## src/rtl/pulse_generator_if.sv

```systemverilog
// rtl/pulse_generator_if.sv - start/busy/done handshake and pulse output bundle
interface pulse_generator_if #(
  parameter int WIDTH = 16
);
  logic             start;
  logic [WIDTH-1:0] duration;
  logic             abort;
  logic             signal;
  logic             busy;
  logic             done;

  modport master (
    output start, duration, abort,
    input  signal, busy, done
  );

  modport slave (
    input  start, duration, abort,
    output signal, busy, done
  );
endinterface

```

## src/rtl/pulse_generator.sv

```systemverilog
// rtl/pulse_generator.sv - single programmable-width pulse with low guard time
module pulse_generator #(
  parameter int WIDTH = 16,
  parameter int GUARD = 4
) (
  input  logic               clk,
  input  logic               reset,
  pulse_generator_if.slave   bus
);
  localparam int GW = (GUARD > 0) ? $clog2(GUARD + 1) : 1;
  localparam logic [GW-1:0] GUARD_INIT = GW'(GUARD);

  typedef enum logic [1:0] {
    ST_IDLE  = 2'd0,
    ST_HIGH  = 2'd1,
    ST_GUARD = 2'd2
  } state_t;

  state_t           state_q, state_d;
  logic [WIDTH-1:0] cnt_q, cnt_d;
  logic [GW-1:0]    gcnt_q, gcnt_d;
  logic             signal_q, signal_d;
  logic             busy_q, busy_d;
  logic             done_q, done_d;
  logic             accept;

  assign accept = bus.start && (bus.duration != '0);

  always_ff @(posedge clk) begin
    if (!reset) begin
      state_q  <= ST_IDLE;
      cnt_q    <= '0;
      gcnt_q   <= '0;
      signal_q <= 1'b0;
      busy_q   <= 1'b0;
      done_q   <= 1'b0;
    end else begin
      state_q  <= state_d;
      cnt_q    <= cnt_d;
      gcnt_q   <= gcnt_d;
      signal_q <= signal_d;
      busy_q   <= busy_d;
      done_q   <= done_d;
    end
  end

  always_comb begin
    state_d  = state_q;
    cnt_d    = cnt_q;
    gcnt_d   = gcnt_q;
    signal_d = 1'b0;
    busy_d   = busy_q;
    done_d   = 1'b0;
    unique case (state_q)
      ST_IDLE: begin
        busy_d = 1'b0;
        if (accept) begin
          state_d  = ST_HIGH;
          cnt_d    = bus.duration;
          signal_d = 1'b1;
          busy_d   = 1'b1;
        end
      end
      ST_HIGH: begin
        signal_d = 1'b1;
        if (bus.abort || (cnt_q == WIDTH'(1))) begin
          signal_d = 1'b0;
          if (GUARD == 0) begin
            state_d = ST_IDLE;
            done_d  = 1'b1;
            busy_d  = 1'b0;
          end else begin
            state_d = ST_GUARD;
            gcnt_d  = GUARD_INIT;
          end
        end else begin
          cnt_d = cnt_q - WIDTH'(1);
        end
      end
      ST_GUARD: begin
        // The guard-expiry edge doubles as an acceptance edge so a held start
        // repeats with exactly GUARD low cycles between pulses.
        if (gcnt_q == GW'(1)) begin
          done_d = 1'b1;
          if (accept) begin
            state_d  = ST_HIGH;
            cnt_d    = bus.duration;
            signal_d = 1'b1;
            busy_d   = 1'b1;
          end else begin
            state_d = ST_IDLE;
            busy_d  = 1'b0;
          end
        end else begin
          gcnt_d = gcnt_q - GW'(1);
        end
      end
      default: begin
        state_d = ST_IDLE;
        busy_d  = 1'b0;
      end
    endcase
  end

  assign bus.signal = signal_q;
  assign bus.busy   = busy_q;
  assign bus.done   = done_q;
endmodule

```

## src/flat_wrapper.sv

```systemverilog
// flat-port wrapper written by rule: the top's interface ports become plain ports
module pulse_generator_flat 
#(
  parameter int WIDTH = 16,
  parameter int GUARD = 4
)
  (clk, reset, bus_start, bus_duration, bus_abort, bus_signal, bus_busy, bus_done);
  pulse_generator_if #(.WIDTH(WIDTH)) bus_i ();
  input  logic clk;
  input  logic reset;
  input wire logic [$bits(bus_i.start)-1:0] bus_start;
  input wire logic [$bits(bus_i.duration)-1:0] bus_duration;
  input wire logic [$bits(bus_i.abort)-1:0] bus_abort;
  output wire logic [$bits(bus_i.signal)-1:0] bus_signal;
  output wire logic [$bits(bus_i.busy)-1:0] bus_busy;
  output wire logic [$bits(bus_i.done)-1:0] bus_done;
  assign bus_i.start = bus_start;
  assign bus_i.duration = bus_duration;
  assign bus_i.abort = bus_abort;
  assign bus_signal = bus_i.signal;
  assign bus_busy = bus_i.busy;
  assign bus_done = bus_i.done;
  pulse_generator #(.WIDTH(WIDTH), .GUARD(GUARD)) u_core (.clk(clk), .reset(reset), .bus(bus_i));
endmodule
```

## config.mk

```make
export PLATFORM = sky130hd
export DESIGN_NAME = pulse_generator_flat
export DESIGN_NICKNAME = d
export VERILOG_FILES = /design/src/rtl/pulse_generator_if.sv /design/src/rtl/pulse_generator.sv /design/src/flat_wrapper.sv
export SDC_FILE = /design/constraint.sdc
export NUM_CORES = 1
export LEC_CHECK = 0
export CAP_MARGIN = 10
export CELL_PAD_IN_SITES_DETAIL_PLACEMENT = 1
export CELL_PAD_IN_SITES_GLOBAL_PLACEMENT = 2
export CORE_MARGIN = 1
export CORE_UTILIZATION = 30
export DETAILED_ROUTE_END_ITERATION = 8
export PLACE_DENSITY = 0.75
export SLEW_MARGIN = 30
export SYNTH_ARGS = -nofsm -noshare
export SYNTH_HDL_FRONTEND = slang
export SYNTH_SLANG_ARGS = --single-unit
```

## constraint.sdc

```tcl
create_clock -name clk -period 2.2 [get_ports clk]
set_input_delay 0.44 -clock clk [delete_from_list [all_inputs] [get_ports clk]]
set_output_delay 0.44 -clock clk [all_outputs]
set_load 0.01 [all_outputs]
```

==> report_table.html, run 1 <==
<table>
<tr><th>Metric</th><th>Value</th></tr>
<tr><th colspan="2">Die</th></tr>
<tr><td>Die Y</td><td>~72 um</td></tr>
<tr><td>Die Outline Area</td><td>between 5000 and 6000 um2</td></tr>
<tr><td>Starting Density</td><td>31.2%</td></tr>
<tr><td>Standard cell core area</td><td>4750 um2</td></tr>
<tr><td>IO Count</td><td>23</td></tr>
<tr><td>Cell row count</td><td>25</td></tr>
<tr><td>Overall die width</td><td>slightly above 70 um</td></tr>
<tr><th colspan="2">Clock network</th></tr>
<tr><td>Clock H-tree levels</td><td>1</td></tr>
<tr><td>CTS root buf</td><td>sky130_fd_sc_hd__clkbuf_8</td></tr>
<tr><td>Maximum clock path buffer count</td><td>2</td></tr>
<tr><td>Latest clock arrival within the worst-skew pair</td><td>0.28 ns</td></tr>
<tr><td>Reg clk slew, reported paths</td><td>0.09 ns</td></tr>
<tr><td>Number of clock buffers inserted by TritonCTS</td><td>3</td></tr>
<tr><td>Num Clock Sinks</td><td>24</td></tr>
<tr><td>CTS tree</td><td>yes</td></tr>
<tr><td>Number of buffers inserted for hold repair after clock tree synthesis</td><td>0</td></tr>
<tr><th colspan="2">Critical path</th></tr>
<tr><td>CP endpoint kind</td><td>register</td></tr>
<tr><td>Setup slack of the most critical reg-to-reg path</td><td>0.12 ns</td></tr>
<tr><td>Worst reg2reg path depth</td><td>5</td></tr>
<tr><td>WS Path Type</td><td>reg2reg</td></tr>
<tr><td>Worst-path maximum fanout</td><td>7</td></tr>
<tr><td>Required time at the worst-slack endpoint</td><td>2.40 ns</td></tr>
<tr><td>Critical path startpoint</td><td>u_core.cnt_q[6]$_SDFFE_PN0P_</td></tr>
<tr><td>Start of the worst register-to-register path</td><td>u_core.cnt_q[6]$_SDFFE_PN0P_</td></tr>
<tr><td>Nature of the critical path startpoint</td><td>register</td></tr>
<tr><td>Reg-to-reg critical path endpoint</td><td>u_core.cnt_q[13]$_SDFFE_PN0P_</td></tr>
<tr><td>Worst setup endpoint</td><td>u_core.cnt_q[13]$_SDFFE_PN0P_</td></tr>
<tr><td>Signal arrival time at the worst endpoint</td><td>2.28 ns</td></tr>
<tr><th colspan="2">Logic synthesis</th></tr>
<tr><td>Post-Synth Adder-Cell Area</td><td>3.37%</td></tr>
<tr><td>Count of unique library cells instantiated by Yosys</td><td>43</td></tr>
<tr><td>Most area-hungry cell type in the Yosys netlist</td><td>sky130_fd_sc_hd__dfxtp_1</td></tr>
<tr><td>Compound-Gate Fraction of Synth Area</td><td>25.9%</td></tr>
<tr><td>Synthesized area per cell</td><td>7.42 um2</td></tr>
<tr><td>Post-Synth XOR/XNOR Area</td><td>0%</td></tr>
<tr><td>Yosys warning count</td><td>0</td></tr>
<tr><td>Number of storage elements in the synthesis netlist</td><td>24</td></tr>
<tr><td>Largest family of logic cells by synthesized area</td><td>simple AND/OR/NAND/NOR gates</td></tr>
<tr><td>Most area-consuming cells after synthesis</td><td>sky130_fd_sc_hd__dfxtp_1 32%, sky130_fd_sc_hd__a21oi_1 11%, sky130_fd_sc_hd__nand2_1 8.1%, sky130_fd_sc_hd__o32ai_1 5.3%, sky130_fd_sc_hd__nor2_1 4.8%</td></tr>
<tr><td>Flip-flop cell with the highest count after synthesis</td><td>sky130_fd_sc_hd__dfxtp_1</td></tr>
<tr><td>Mux cell area share after synthesis</td><td>0.675%</td></tr>
<tr><td>Number of enable-type register cells in the synthesized netlist</td><td>0</td></tr>
<tr><td>Summed instance area of the synthesized netlist</td><td>1480 um2</td></tr>
<tr><td>Sequential-to-total area share from yosys stat</td><td>roughly a third</td></tr>
<tr><td>Simple-Gate Fraction of Synth Area</td><td>approximately 32%</td></tr>
<tr><td>Synth Net Count</td><td>~220</td></tr>
<tr><td>Synthesized netlist cell count</td><td>200</td></tr>
<tr><td>Top cell type's share of synthesized area</td><td>around a third</td></tr>
<tr><td>Share of synthesized flip-flops with an asynchronous set or reset</td><td>0%</td></tr>
<tr><th colspan="2">Route</th></tr>
<tr><td>Drt drc</td><td>0</td></tr>
<tr><td>Drt initial violations</td><td>slightly above 50</td></tr>
<tr><td>Pre-Repair DR Iteration Count</td><td>4</td></tr>
<tr><td>Post-DR wirelength/cell</td><td>roughly 16 um</td></tr>
<tr><td>Via Count</td><td>1,599</td></tr>
<tr><td>Final ANT Viol Nets</td><td>0</td></tr>
<tr><td>Via-per-instance ratio</td><td>around 5.3</td></tr>
<tr><td>Post-Route WL</td><td>4.88 mm</td></tr>
<tr><th colspan="2">Place</th></tr>
<tr><td>Inst Count DP</td><td>295</td></tr>
<tr><td>PortBufs</td><td>22</td></tr>
<tr><td>Placer congestion estimate</td><td>0.783</td></tr>
<tr><td>Post-DP HPWL</td><td>3.63 mm</td></tr>
<tr><th colspan="2">STA</th></tr>
<tr><td>Post-route fraction of the period consumed by the critical path</td><td>94.6%</td></tr>
<tr><td>Number of setup violations in the final report</td><td>0</td></tr>
<tr><td>Slew of the pin with the lowest slew margin</td><td>0.462 ns</td></tr>
<tr><td>Setup tns final</td><td>0 ns</td></tr>
<tr><td>Worst hold margin</td><td>0.458 ns</td></tr>
<tr><td>Maximum frequency from static timing analysis</td><td>a little under 0.5 GHz</td></tr>
<tr><td>Final worst clock skew</td><td>0.00289 ns</td></tr>
<tr><td>Setup repair after global routing missed its margin</td><td>false</td></tr>
<tr><td>Endpoints failing hold</td><td>0</td></tr>
<tr><td>Tightest slew margin relative to the limit</td><td>68.9%</td></tr>
<tr><td>Final slew viol count</td><td>0</td></tr>
<tr><td>Final Critical Period</td><td>2.08 ns</td></tr>
<tr><th colspan="2">Layout</th></tr>
<tr><td>Area grow syn2layout</td><td>32.6%</td></tr>
<tr><td>Area of combinational cells with multiple inputs</td><td>940 um2</td></tr>
<tr><td>Final net count</td><td>around 260</td></tr>
<tr><td>Count of antenna diodes in the layout</td><td>0</td></tr>
<tr><td>Finished Layout Cells</td><td>299</td></tr>
<tr><td>Share of post-route cells with drive strength above 1</td><td>between 10% and 20%</td></tr>
<tr><td>Layout fillers</td><td>~600</td></tr>
<tr><td>Core Util, Final</td><td>41.4%</td></tr>
<tr><td>Area occupied by registers</td><td>480 um2</td></tr>
<tr><th colspan="2">Global route</th></tr>
<tr><td>First-pass GRT wire length</td><td>8.02 mm</td></tr>
<tr><td>Pin count of the biggest net entering global routing</td><td>24</td></tr>
<tr><td>Remaining global-route overflow</td><td>0</td></tr>
<tr><td>Global router's overall resource usage</td><td>20.1%</td></tr>
<tr><td>Number of antenna violations at the first check in global routing</td><td>0</td></tr>
<tr><td>Number of global-route vias before repair</td><td>1,590</td></tr>
<tr><th colspan="2">Hold path</th></tr>
<tr><td>Worst min path class</td><td>reg2reg</td></tr>
<tr><th colspan="2">Pwr</th></tr>
<tr><td>Sequential share of power</td><td>a little under two fifths</td></tr>
<tr><td>IR drop worst, VDD</td><td>272 uV</td></tr>
<tr><td>Part of the total power dissipated in the clock network</td><td>28.5%</td></tr>
<tr><td>Total chip power</td><td>1.41 mW</td></tr>
<tr><td>Design internal power</td><td>0.936 mW</td></tr>
<tr><td>Switching power as a share of total power</td><td>33.8%</td></tr>
<tr><td>Combinational Power Share</td><td>34.2%</td></tr>
<tr><td>Net Switching</td><td>0.478 mW</td></tr>
<tr><td>Static leakage</td><td>0.711 nW</td></tr>
<tr><td>Total power divided by cell area</td><td>718 nW/um2</td></tr>
<tr><th colspan="2">Flow run</th></tr>
<tr><td>Max-cap viol count</td><td>0</td></tr>
<tr><th colspan="2">Run status</th></tr>
<tr><td>Outcome</td><td>completed</td></tr>
</table>
critical path, cell delays in order, from the launching register on:
cell	delay, ns
sky130_fd_sc_hd__dfxtp_1	0.39
sky130_fd_sc_hd__or4_4	0.61
sky130_fd_sc_hd__nor4_4	0.47
sky130_fd_sc_hd__nand3_1	0.16
sky130_fd_sc_hd__a21boi_1	0.17
sky130_fd_sc_hd__o32ai_2	0.20
Yosys cell counts (2+ instances only):
library cell and number:
sky130_fd_sc_hd__nor2b_1 2, sky130_fd_sc_hd__a22oi_1 3, sky130_fd_sc_hd__dfxtp_1 24, sky130_fd_sc_hd__buf_2 3, sky130_fd_sc_hd__nand2b_1 2, sky130_fd_sc_hd__a21oi_1 32
sky130_fd_sc_hd__nand3_1 5, sky130_fd_sc_hd__o32ai_1 9, sky130_fd_sc_hd__ha_1 4, sky130_fd_sc_hd__nor2_1 19, sky130_fd_sc_hd__nor3_1 10, sky130_fd_sc_hd__nor4_1 6
sky130_fd_sc_hd__o22ai_1 3, sky130_fd_sc_hd__inv_1 5, sky130_fd_sc_hd__or2_1 2, sky130_fd_sc_hd__o21ai_1 3, sky130_fd_sc_hd__nor4_4 2, sky130_fd_sc_hd__clkbuf_1 10
sky130_fd_sc_hd__nand2_1 32
power by group through the flow:
stage / Combinational [mW] / Sequential, mW / Clock [mW]
global placement: 0.469 / 0.533 / 0
floorplan: 0.306 / 0.525 / 0
detailed placement: 0.481 / 0.538 / 0
finish: 0.484 / 0.527 / 0.403
global route: 0.533 / 0.536 / 0.424
CTS: 0.483 / 0.527 / 0.412
cells by family (layout without fill, tap and decap cells):
logic type,Yosys count,count (layout)
compound gates,60,60
fa+ha+maj,4,4
flops,24,24
mux,1,1
buf+inv,20,52
simple gates,91,91
what timing repair did:
| action | 4_1_cts | 5_1_grt |
|---|---|---|
| gates resized for setup | 0 | 2 |
| endpoints found under the setup margin | 0 | 15 |
| setup buffers | 0 | 0 |
routing by layer:
metal	up-vias	part of all wire, %	global-route usage [%]
met5	-	0	0
met3	7	3.7	2.50
li1	797	-	-
met4	0	1.8	8.06
met2	30	45	32.3
met1	765	50	27.2
final cells by class:
| cell class | instances | area share [%] |
|---|---|---|
| sequential | 24 | 24.4 |
| timing repair buffer | 42 | 18.8 |
| tap | 67 | 4.26 |
| clock buffer | 3 | 2.10 |
| multi-input combinational | 156 | 47.7 |
| clock inverter | 1 | 1.53 |
| inverter | 6 | 1.14 |
how the worst min path moves through the flow:
stage,startpoint,endpoint,cells past startpoint
detailed placement,u_core.bus.busy$_SDFFE_PN0P_,u_core.bus.busy$_SDFFE_PN0P_,2
global route,u_core.bus.busy$_SDFFE_PN0P_,u_core.bus.busy$_SDFFE_PN0P_,2
floorplan,u_core.cnt_q[9]$_SDFFE_PN0P_,u_core.cnt_q[9]$_SDFFE_PN0P_,2
global placement,u_core.bus.busy$_SDFFE_PN0P_,u_core.bus.busy$_SDFFE_PN0P_,2
CTS,u_core.bus.busy$_SDFFE_PN0P_,u_core.bus.busy$_SDFFE_PN0P_,2
finish,u_core.bus.busy$_SDFFE_PN0P_,u_core.bus.busy$_SDFFE_PN0P_,2
per-stage QoR:
stage / setup slack, ns / instance area (um2)
3_5_place_dp: -0.202 / 1880
3_3_place_gp: -0.185 / 1880
2_1_floorplan: 0.350 / 1480
5_1_grt: 0.0146 / 1970
6_report: 0.119 / 1970
4_1_cts: 0.0724 / 1950
layout by cell type (no fill, tap or decap), types with 3 or more instances in the layout:
cell / instances
sky130_fd_sc_hd__nand2_1: 32
sky130_fd_sc_hd__a21oi_1: 32
sky130_fd_sc_hd__dfxtp_1: 24
sky130_fd_sc_hd__clkdlybuf4s50_1: 22
sky130_fd_sc_hd__buf_4: 20
sky130_fd_sc_hd__nor2_1: 19
sky130_fd_sc_hd__nor3_1: 10
sky130_fd_sc_hd__o32ai_1: 9
sky130_fd_sc_hd__inv_1: 5
sky130_fd_sc_hd__nor4_1: 5
sky130_fd_sc_hd__nand3_1: 5
sky130_fd_sc_hd__ha_1: 4
sky130_fd_sc_hd__nor4_4: 3
sky130_fd_sc_hd__o21ai_1: 3
sky130_fd_sc_hd__a22oi_1: 3
sky130_fd_sc_hd__o22ai_1: 3
sky130_fd_sc_hd__clkbuf_8: 3
flip-flops by register name, indices dropped and copies added (netlist names):
register,flops
u_core.cnt_q,16
u_core.gcnt_q,3
u_core.state_q,2
u_core.bus.busy,1
u_core.bus.done,1
u_core.bus.signal,1
Note: power is estimated with default switching activity, not from simulation.
==> inputs of run 2 (changes only) <==
==> constraint.sdc (replaced) <==
create_clock -name clk -period 2.2 [get_ports clk]
set_input_delay 0.33 -clock clk [delete_from_list [all_inputs] [get_ports clk]]
set_output_delay 0.33 -clock clk [all_outputs]
set_load 0.01 [all_outputs]
==> run 2 against run 1 <==
Total power shrank 6.3%; wire length grew 1.2%; largest power group unchanged; sequential share of layout area grew 0.62 points; critical path type unchanged.
==> report_table.html, run 2 (same netlist as run 1, synthesis figures left out) <==
<table>
<tr><th>Metric</th><th>Value</th></tr>
<tr><th colspan="2">Global route</th></tr>
<tr><td>Remaining global-route overflow</td><td>0 (unchanged)</td></tr>
<tr><td>Global routing met2 resource utilization</td><td>34.6% (+2.3 points)</td></tr>
<tr><td>Global router's overall resource usage</td><td>19.9% (-0.16 points)</td></tr>
<tr><td>Pin count of the biggest net entering global routing</td><td>38 (+58%)</td></tr>
<tr><td>GR Layer Usage met3</td><td>2.36% (-0.14 points)</td></tr>
<tr><td>Number of global-route vias before repair</td><td>1,691 (+6.4%)</td></tr>
<tr><td>First-pass GRT wire length</td><td>7.96 mm (-0.86%)</td></tr>
<tr><td>Number of antenna violations at the first check in global routing</td><td>0 (unchanged)</td></tr>
<tr><td>Met1 routing resource usage after global routing</td><td>25.3% (-1.9 points)</td></tr>
<tr><td>GRT busiest layer</td><td>met2</td></tr>
<tr><th colspan="2">Clock network</th></tr>
<tr><td>Number of clock buffers inserted by TritonCTS</td><td>3 (unchanged)</td></tr>
<tr><td>Clock H-tree levels</td><td>1 (unchanged)</td></tr>
<tr><td>Post-CTS setup-driven buffer insertion count</td><td>0 (unchanged)</td></tr>
<tr><td>Num Clock Sinks</td><td>24 (unchanged)</td></tr>
<tr><td>Latest clock arrival within the worst-skew pair</td><td>0.27 ns (about the same)</td></tr>
<tr><td>Resized Gates After CTS</td><td>0 (unchanged)</td></tr>
<tr><td>Number of buffers inserted for hold repair after clock tree synthesis</td><td>0 (unchanged)</td></tr>
<tr><td>Reg clk slew, reported paths</td><td>0.09 ns (about the same)</td></tr>
<tr><td>Maximum clock path buffer count</td><td>2 (unchanged)</td></tr>
<tr><td>CTS root buf</td><td>sky130_fd_sc_hd__clkbuf_8</td></tr>
<tr><td>CTS tree</td><td>yes</td></tr>
<tr><th colspan="2">Die</th></tr>
<tr><td>Overall die width</td><td>72.3 um (unchanged)</td></tr>
<tr><td>Cell row count</td><td>25 (unchanged)</td></tr>
<tr><td>Standard cell core area</td><td>4750 um2 (unchanged)</td></tr>
<tr><td>Die Outline Area</td><td>5230 um2 (unchanged)</td></tr>
<tr><td>IO Count</td><td>23 (unchanged)</td></tr>
<tr><td>Die Y</td><td>72.3 um (unchanged)</td></tr>
<tr><td>Starting Density</td><td>31.2% (unchanged)</td></tr>
<tr><th colspan="2">STA</th></tr>
<tr><td>Final worst clock skew</td><td>0.00163 ns (-0.00126 ns)</td></tr>
<tr><td>Maximum frequency from static timing analysis</td><td>0.497 GHz (+3.5%)</td></tr>
<tr><td>Final Critical Period</td><td>2.01 ns (-0.0706 ns)</td></tr>
<tr><td>Setup ws final</td><td>0.189 ns (+0.0706 ns)</td></tr>
<tr><td>Slew of the pin with the lowest slew margin</td><td>0.433 ns (-0.0294 ns)</td></tr>
<tr><td>Final slew viol count</td><td>0 (unchanged)</td></tr>
<tr><td>Post-route fraction of the period consumed by the critical path</td><td>91.4% (-3.2 points)</td></tr>
<tr><td>Tightest slew margin relative to the limit</td><td>70.9% (+2.0 points)</td></tr>
<tr><td>Endpoints failing hold</td><td>0 (unchanged)</td></tr>
<tr><td>Setup tns final</td><td>0 ns (unchanged)</td></tr>
<tr><td>Number of setup violations in the final report</td><td>0 (unchanged)</td></tr>
<tr><td>Setup repair after global routing missed its margin</td><td>false</td></tr>
<tr><th colspan="2">Critical path</th></tr>
<tr><td>Signal arrival time at the worst endpoint</td><td>2.17 ns (-0.11 ns)</td></tr>
<tr><td>Worst-path maximum fanout</td><td>7 (unchanged)</td></tr>
<tr><td>Required time at the worst-slack endpoint</td><td>2.36 ns (-0.04 ns)</td></tr>
<tr><td>CP endpoint kind</td><td>register</td></tr>
<tr><td>WS Path Type</td><td>reg2reg</td></tr>
<tr><td>Nature of the critical path startpoint</td><td>register</td></tr>
<tr><th colspan="2">Layout</th></tr>
<tr><td>Final net count</td><td>254 (-1.2%)</td></tr>
<tr><td>Core Util, Final</td><td>40.4% (-1.0 points)</td></tr>
<tr><td>Share of post-route cells with drive strength above 1</td><td>11.8% (-1.1 points)</td></tr>
<tr><td>Count of antenna diodes in the layout</td><td>0 (unchanged)</td></tr>
<tr><td>Commonest non-fill, non-tap cells in the layout</td><td>32 x sky130_fd_sc_hd__nand2_1, 32 x sky130_fd_sc_hd__a21oi_1, 24 x sky130_fd_sc_hd__dfxtp_1, 22 x sky130_fd_sc_hd__clkdlybuf4s50_1, 19 x sky130_fd_sc_hd__nor2_1</td></tr>
<tr><td>Area grow syn2layout</td><td>29.3%</td></tr>
<tr><td>Max FFs per register</td><td>16 (unchanged)</td></tr>
<tr><td>Top register by number of flip-flops</td><td>u_core.cnt_q</td></tr>
<tr><td>Finished Layout Cells</td><td>296 (-1.0%)</td></tr>
<tr><td>Largest registers</td><td>u_core.cnt_q: 16 flops, u_core.gcnt_q: 3 flops, u_core.state_q: 2 flops</td></tr>
<tr><th colspan="2">Route</th></tr>
<tr><td>Final ANT Viol Nets</td><td>0 (unchanged)</td></tr>
<tr><td>Via Count</td><td>1,574 (-1.6%)</td></tr>
<tr><td>Post-Route WL</td><td>4.93 mm (+1.2%)</td></tr>
<tr><td>Pre-Repair DR Iteration Count</td><td>4 (unchanged)</td></tr>
<tr><td>Post-DR wirelength/cell</td><td>16.7 um (+2.2%)</td></tr>
<tr><td>Drt initial violations</td><td>39 (-24%)</td></tr>
<tr><td>Drt drc</td><td>0 (unchanged)</td></tr>
<tr><td>Via-per-instance ratio</td><td>5.32 (-0.57%)</td></tr>
<tr><th colspan="2">Pwr</th></tr>
<tr><td>Static leakage</td><td>0.689 nW (-3.1%)</td></tr>
<tr><td>Total power divided by cell area</td><td>690 nW/um2 (-3.9%)</td></tr>
<tr><td>IR drop worst, VDD</td><td>278 uV (+2.4%)</td></tr>
<tr><td>Total chip power</td><td>1.33 mW (-6.3%)</td></tr>
<tr><th colspan="2">Flow run</th></tr>
<tr><td>Max-cap viol count</td><td>0 (unchanged)</td></tr>
<tr><th colspan="2">Place</th></tr>
<tr><td>Post-Place Setup Slack</td><td>-0.0687 ns (+0.133 ns)</td></tr>
<tr><td>PortBufs</td><td>22 (unchanged)</td></tr>
<tr><td>Inst Count DP</td><td>292 (-1.0%)</td></tr>
<tr><td>Post-DP HPWL</td><td>3.72 mm (+2.5%)</td></tr>
<tr><td>Placer congestion estimate</td><td>0.790 (+0.89%)</td></tr>
<tr><th colspan="2">Run status</th></tr>
<tr><td>Outcome</td><td>completed</td></tr>
<tr><th colspan="2">Hold path</th></tr>
<tr><td>Worst min path class</td><td>reg2reg</td></tr>
</table>
-- run 2: path summary, 6_finish.rpt --
| path | startpoint | to | slack, ns | depth (start not counted) |
|---|---|---|---|---|
| setup / recovery | u_core.cnt_q[1]$_SDFFE_PN0P_ | u_core.cnt_q[4]$_SDFFE_PN0P_ | 0.19 | 8 |
| hold / removal | u_core.bus.busy$_SDFFE_PN0P_ | u_core.bus.busy$_SDFFE_PN0P_ | 0.46 | 2 |
| setup reg to reg | u_core.cnt_q[1]$_SDFFE_PN0P_ | u_core.cnt_q[4]$_SDFFE_PN0P_ | 0.19 | 8 |
| hold reg to reg | u_core.bus.busy$_SDFFE_PN0P_ | u_core.bus.busy$_SDFFE_PN0P_ | 0.46 | 2 |
-- run 2: per-stage QoR --
| stage | instance area (um2) | hold slack [ns] |
|---|---|---|
| floorplan | 1480 | 0.451 |
| global placement | 1860 | 0.447 |
| detailed placement | 1860 | 0.451 |
| CTS | 1910 | 0.464 |
| global route | 1920 | 0.498 |
| finish | 1920 | 0.459 |
-- run 2: per-layer routing --
layer | vias up | wire (um)
met2 | 28 | 2380
met5 | - | 0
met4 | 0 | 84
li1 | 793 | -
met1 | 745 | 2330
met3 | 8 | 141
-- run 2: cell type report --
class / count / area [um2]
fill: 610 / 2840
multi-input combinational: 156 / 930
sequential: 24 / 480
timing repair buffer: 39 / 348
tap: 67 / 83.8
clock buffer: 4 / 55.1
inverter: 6 / 22.5
-- run 2: worst max-delay path: stages, from the launching register on --
cell and delay (ns):
sky130_fd_sc_hd__dfxtp_1 0.38, sky130_fd_sc_hd__inv_1 0.08, sky130_fd_sc_hd__ha_1 0.20, sky130_fd_sc_hd__nor4b_1 0.14, sky130_fd_sc_hd__and4_1 0.21, sky130_fd_sc_hd__or3_4 0.40
sky130_fd_sc_hd__buf_4 0.19, sky130_fd_sc_hd__a22oi_1 0.18, sky130_fd_sc_hd__o32ai_1 0.12
-- run 2: power breakdown --
group / internal, mW / switching [mW]
clock: 0.160 / 0.158
combinational: 0.212 / 0.268
sequential: 0.478 / 0.0489
==> inputs of run 3 (changes only) <==
--- a/config.mk
+++ b/config.mk
@@ -11,6 +11,7 @@
 export CORE_MARGIN = 1
 export CORE_UTILIZATION = 30
 export DETAILED_ROUTE_END_ITERATION = 8
+export MAX_ROUTING_LAYER = met4
 export PLACE_DENSITY = 0.75
 export SLEW_MARGIN = 30
 export SYNTH_ARGS = -nofsm -noshare
==> run 3 against run 2 <==
Flip-flop and latch count unchanged; critical path type unchanged; largest power group unchanged; sequential power barely moved; clock skew is essentially flat; wire length rose by 0.51%; non-clock buffer count is the same; highest routed layer unchanged; clock power is essentially flat; count of clock-buffer cells in the layout is the same; core utilization unchanged.
==> report_table.html, run 3 (same netlist as run 1, synthesis figures left out) <==
<table>
<tr><th>Metric</th><th>Value</th></tr>
<tr><th colspan="2">Layout</th></tr>
<tr><td>Share of post-route cells with drive strength above 1</td><td>11.8% (unchanged)</td></tr>
<tr><td>Area grow syn2layout</td><td>29.3% (unchanged)</td></tr>
<tr><td>Layout fillers</td><td>610 (unchanged)</td></tr>
<tr><td>Max FFs per register</td><td>16 (unchanged)</td></tr>
<tr><td>Area occupied by registers</td><td>480 um2 (unchanged)</td></tr>
<tr><td>Largest registers</td><td>u_core.cnt_q: 16 flops, u_core.gcnt_q: 3 flops, u_core.state_q: 2 flops</td></tr>
<tr><td>Count of antenna diodes in the layout</td><td>0 (unchanged)</td></tr>
<tr><td>Top register by number of flip-flops</td><td>u_core.cnt_q</td></tr>
<tr><td>Area of combinational cells with multiple inputs</td><td>930 um2 (unchanged)</td></tr>
<tr><td>Core Util, Final</td><td>40.4% (unchanged)</td></tr>
<tr><td>Commonest non-fill, non-tap cells in the layout</td><td>32 x sky130_fd_sc_hd__nand2_1, 32 x sky130_fd_sc_hd__a21oi_1, 24 x sky130_fd_sc_hd__dfxtp_1, 22 x sky130_fd_sc_hd__clkdlybuf4s50_1, 19 x sky130_fd_sc_hd__nor2_1</td></tr>
<tr><td>Final net count</td><td>254 (unchanged)</td></tr>
<tr><th colspan="2">Clock network</th></tr>
<tr><td>Latest clock arrival within the worst-skew pair</td><td>0.27 ns (about the same)</td></tr>
<tr><td>Maximum clock path buffer count</td><td>2 (unchanged)</td></tr>
<tr><td>Number of buffers inserted for hold repair after clock tree synthesis</td><td>0 (unchanged)</td></tr>
<tr><td>Clock H-tree levels</td><td>1 (unchanged)</td></tr>
<tr><td>Reg clk slew, reported paths</td><td>0.09 ns (about the same)</td></tr>
<tr><td>CTS tree</td><td>yes</td></tr>
<tr><td>Number of clock buffers inserted by TritonCTS</td><td>3 (unchanged)</td></tr>
<tr><td>Num Clock Sinks</td><td>24 (unchanged)</td></tr>
<tr><td>CTS root buf</td><td>sky130_fd_sc_hd__clkbuf_8</td></tr>
<tr><th colspan="2">Critical path</th></tr>
<tr><td>Nature of the critical path startpoint</td><td>register</td></tr>
<tr><td>Reg-to-reg critical path endpoint</td><td>u_core.cnt_q[4]$_SDFFE_PN0P_</td></tr>
<tr><td>Setup slack of the most critical reg-to-reg path</td><td>0.18 ns (about the same)</td></tr>
<tr><td>Worst setup endpoint</td><td>u_core.cnt_q[4]$_SDFFE_PN0P_</td></tr>
<tr><td>Start of the worst register-to-register path</td><td>u_core.cnt_q[1]$_SDFFE_PN0P_</td></tr>
<tr><td>Worst reg2reg path depth</td><td>8 (unchanged)</td></tr>
<tr><td>CP endpoint kind</td><td>register</td></tr>
<tr><td>WS Path Type</td><td>reg2reg</td></tr>
<tr><td>Worst-path maximum fanout</td><td>7 (unchanged)</td></tr>
<tr><td>Critical path startpoint</td><td>u_core.cnt_q[1]$_SDFFE_PN0P_</td></tr>
<tr><td>Required time at the worst-slack endpoint</td><td>2.36 ns (about the same)</td></tr>
<tr><td>Signal arrival time at the worst endpoint</td><td>2.18 ns (about the same)</td></tr>
<tr><th colspan="2">STA</th></tr>
<tr><td>Final Critical Period</td><td>2.02 ns (+0.00480 ns)</td></tr>
<tr><td>Setup repair after global routing missed its margin</td><td>false</td></tr>
<tr><td>Number of setup violations in the final report</td><td>0 (unchanged)</td></tr>
<tr><td>Worst hold margin</td><td>0.459 ns (-0.000174 ns)</td></tr>
<tr><td>Tightest slew margin relative to the limit</td><td>70.3% (-0.60 points)</td></tr>
<tr><td>Post-route fraction of the period consumed by the critical path</td><td>91.6% (+0.22 points)</td></tr>
<tr><td>Final worst clock skew</td><td>0.00137 ns (-0.000260 ns)</td></tr>
<tr><td>Slew of the pin with the lowest slew margin</td><td>0.442 ns (+0.00896 ns)</td></tr>
<tr><td>Final slew viol count</td><td>0 (unchanged)</td></tr>
<tr><td>Setup ws final</td><td>0.184 ns (-0.00480 ns)</td></tr>
<tr><td>Maximum frequency from static timing analysis</td><td>0.496 GHz (-0.24%)</td></tr>
<tr><td>Endpoints failing hold</td><td>0 (unchanged)</td></tr>
<tr><th colspan="2">Place</th></tr>
<tr><td>PortBufs</td><td>22 (unchanged)</td></tr>
<tr><td>Post-DP HPWL</td><td>3.72 mm (unchanged)</td></tr>
<tr><td>Post-Place Setup Slack</td><td>-0.0687 ns (unchanged)</td></tr>
<tr><td>Placer congestion estimate</td><td>0.802 (+1.4%)</td></tr>
<tr><th colspan="2">Pwr</th></tr>
<tr><td>Design internal power</td><td>0.850 mW (about the same)</td></tr>
<tr><td>Net Switching</td><td>0.478 mW (+0.62%)</td></tr>
<tr><td>Part of the total power dissipated in the clock network</td><td>24.1% (about the same)</td></tr>
<tr><td>Switching power as a share of total power</td><td>36.0% (+0.14 points)</td></tr>
<tr><td>Static leakage</td><td>0.689 nW (unchanged)</td></tr>
<tr><td>Total power divided by cell area</td><td>692 nW/um2 (+0.23%)</td></tr>
<tr><td>IR drop worst, VDD</td><td>280 uV (+0.72%)</td></tr>
<tr><td>Sequential share of power</td><td>39.7% (about the same)</td></tr>
<tr><td>Combinational Power Share</td><td>36.2% (about the same)</td></tr>
<tr><th colspan="2">Die</th></tr>
<tr><td>Starting Density</td><td>31.2% (unchanged)</td></tr>
<tr><td>Cell row count</td><td>25 (unchanged)</td></tr>
<tr><td>IO Count</td><td>23 (unchanged)</td></tr>
<tr><td>Die Y</td><td>72.3 um (unchanged)</td></tr>
<tr><td>Die Outline Area</td><td>5230 um2 (unchanged)</td></tr>
<tr><td>Standard cell core area</td><td>4750 um2 (unchanged)</td></tr>
<tr><td>Overall die width</td><td>72.3 um (unchanged)</td></tr>
<tr><th colspan="2">Global route</th></tr>
<tr><td>Remaining global-route overflow</td><td>0 (unchanged)</td></tr>
<tr><td>Number of global-route vias before repair</td><td>1,690 (-0.059%)</td></tr>
<tr><td>Pin count of the biggest net entering global routing</td><td>38 (unchanged)</td></tr>
<tr><td>First-pass GRT wire length</td><td>7.98 mm (+0.35%)</td></tr>
<tr><td>Number of antenna violations at the first check in global routing</td><td>0 (unchanged)</td></tr>
<tr><td>Global router's overall resource usage</td><td>20.6% (+0.62 points)</td></tr>
<tr><th colspan="2">Route</th></tr>
<tr><td>Final ANT Viol Nets</td><td>0 (unchanged)</td></tr>
<tr><td>Drt initial violations</td><td>46 (+18%)</td></tr>
<tr><td>Via Count</td><td>1,597 (+1.5%)</td></tr>
<tr><td>Drt drc</td><td>0 (unchanged)</td></tr>
<tr><td>Pre-Repair DR Iteration Count</td><td>4 (unchanged)</td></tr>
<tr><td>Routed length on met2</td><td>2.37 mm (-0.50%)</td></tr>
<tr><td>Met3 wire length</td><td>155 um (+9.9%)</td></tr>
<tr><td>Post-DR wirelength/cell</td><td>16.8 um (+0.51%)</td></tr>
<tr><td>Uppermost routed layer</td><td>met4</td></tr>
<tr><td>Via-per-instance ratio</td><td>5.40 (+1.5%)</td></tr>
<tr><td>Post-Route M1 WL</td><td>2.35 mm (+1.0%)</td></tr>
<tr><td>Post-Route WL</td><td>4.96 mm (+0.51%)</td></tr>
<tr><th colspan="2">Hold path</th></tr>
<tr><td>Worst min path class</td><td>reg2reg</td></tr>
<tr><th colspan="2">Run status</th></tr>
<tr><td>Outcome</td><td>completed</td></tr>
<tr><th colspan="2">Flow run</th></tr>
<tr><td>Max-cap viol count</td><td>0 (unchanged)</td></tr>
</table>
[run 3: cell counts in the layout (fill, tap and decap cells not counted)]
No cell type changed its count.
[run 3: critical path, stage by stage, from the launching register on]
cell and delay (ns):
sky130_fd_sc_hd__dfxtp_1 0.38, sky130_fd_sc_hd__inv_1 0.08, sky130_fd_sc_hd__ha_1 0.20, sky130_fd_sc_hd__nor4b_1 0.14
sky130_fd_sc_hd__and4_1 0.21, sky130_fd_sc_hd__or3_4 0.40, sky130_fd_sc_hd__buf_4 0.19, sky130_fd_sc_hd__a22oi_1 0.19
sky130_fd_sc_hd__o32ai_1 0.12
[run 3: per-stage QoR]
step | std cells | area (um2) | power (mW) | setup TNS [ns]
2_1_floorplan | 200 | 1480 | 0.831 | 0
4_1_cts | 296 | 1910 | 1.33 | 0
5_1_grt | 296 | 1920 | 1.40 | 0
6_report | 296 | 1920 | 1.33 | 0
3_5_place_dp | 292 | 1860 | 1.01 | -0.530
3_3_place_gp | 292 | 1860 | 0.999 | -0.00469
[run 3: cell type report]
class                      count  share of cell area, %
clock buffer                   4                   2.87
inverter                       6                   1.17
multi-input combinational    156                   48.4
sequential                    24                   25.0
tap                           67                   4.37
timing repair buffer          39                   18.1
[run 3: routing by layer]
metal / GRT usage, % / vias up
li1: - / 791
met1: 25.9 / 768
met2: 33.9 / 30
met3: 2.36 / 8
met4: 7.41 / 0
met5: - / -
[run 3: repair_timing]
action | 4_1_cts | 5_1_grt
resized for setup | 0 | 1
endpoints found under the setup margin | 0 | 2
buffers inserted | 0 | 0
[run 3: power groups by stage]
stage | Clock (mW) | Sequential [mW] | Combinational (mW)
2_1_floorplan | 0 | 0.525 | 0.306
3_3_place_gp | 0 | 0.534 | 0.465
3_5_place_dp | 0 | 0.536 | 0.477
4_1_cts | 0.324 | 0.526 | 0.480
5_1_grt | 0.343 | 0.534 | 0.528
6_report | 0.320 | 0.527 | 0.481
[run 3: worst min-delay path by stage]
stage | start | end | slack, ns | depth (start not counted)
3_5_place_dp | u_core.bus.busy$_SDFFE_PN0P_ | u_core.bus.busy$_SDFFE_PN0P_ | 0.45 | 2
2_1_floorplan | u_core.cnt_q[9]$_SDFFE_PN0P_ | u_core.cnt_q[9]$_SDFFE_PN0P_ | 0.45 | 2
6_report | u_core.bus.busy$_SDFFE_PN0P_ | u_core.bus.busy$_SDFFE_PN0P_ | 0.46 | 2
4_1_cts | u_core.bus.busy$_SDFFE_PN0P_ | u_core.bus.busy$_SDFFE_PN0P_ | 0.46 | 2
3_3_place_gp | u_core.bus.busy$_SDFFE_PN0P_ | u_core.bus.busy$_SDFFE_PN0P_ | 0.45 | 2
5_1_grt | u_core.bus.busy$_SDFFE_PN0P_ | u_core.bus.busy$_SDFFE_PN0P_ | 0.50 | 2
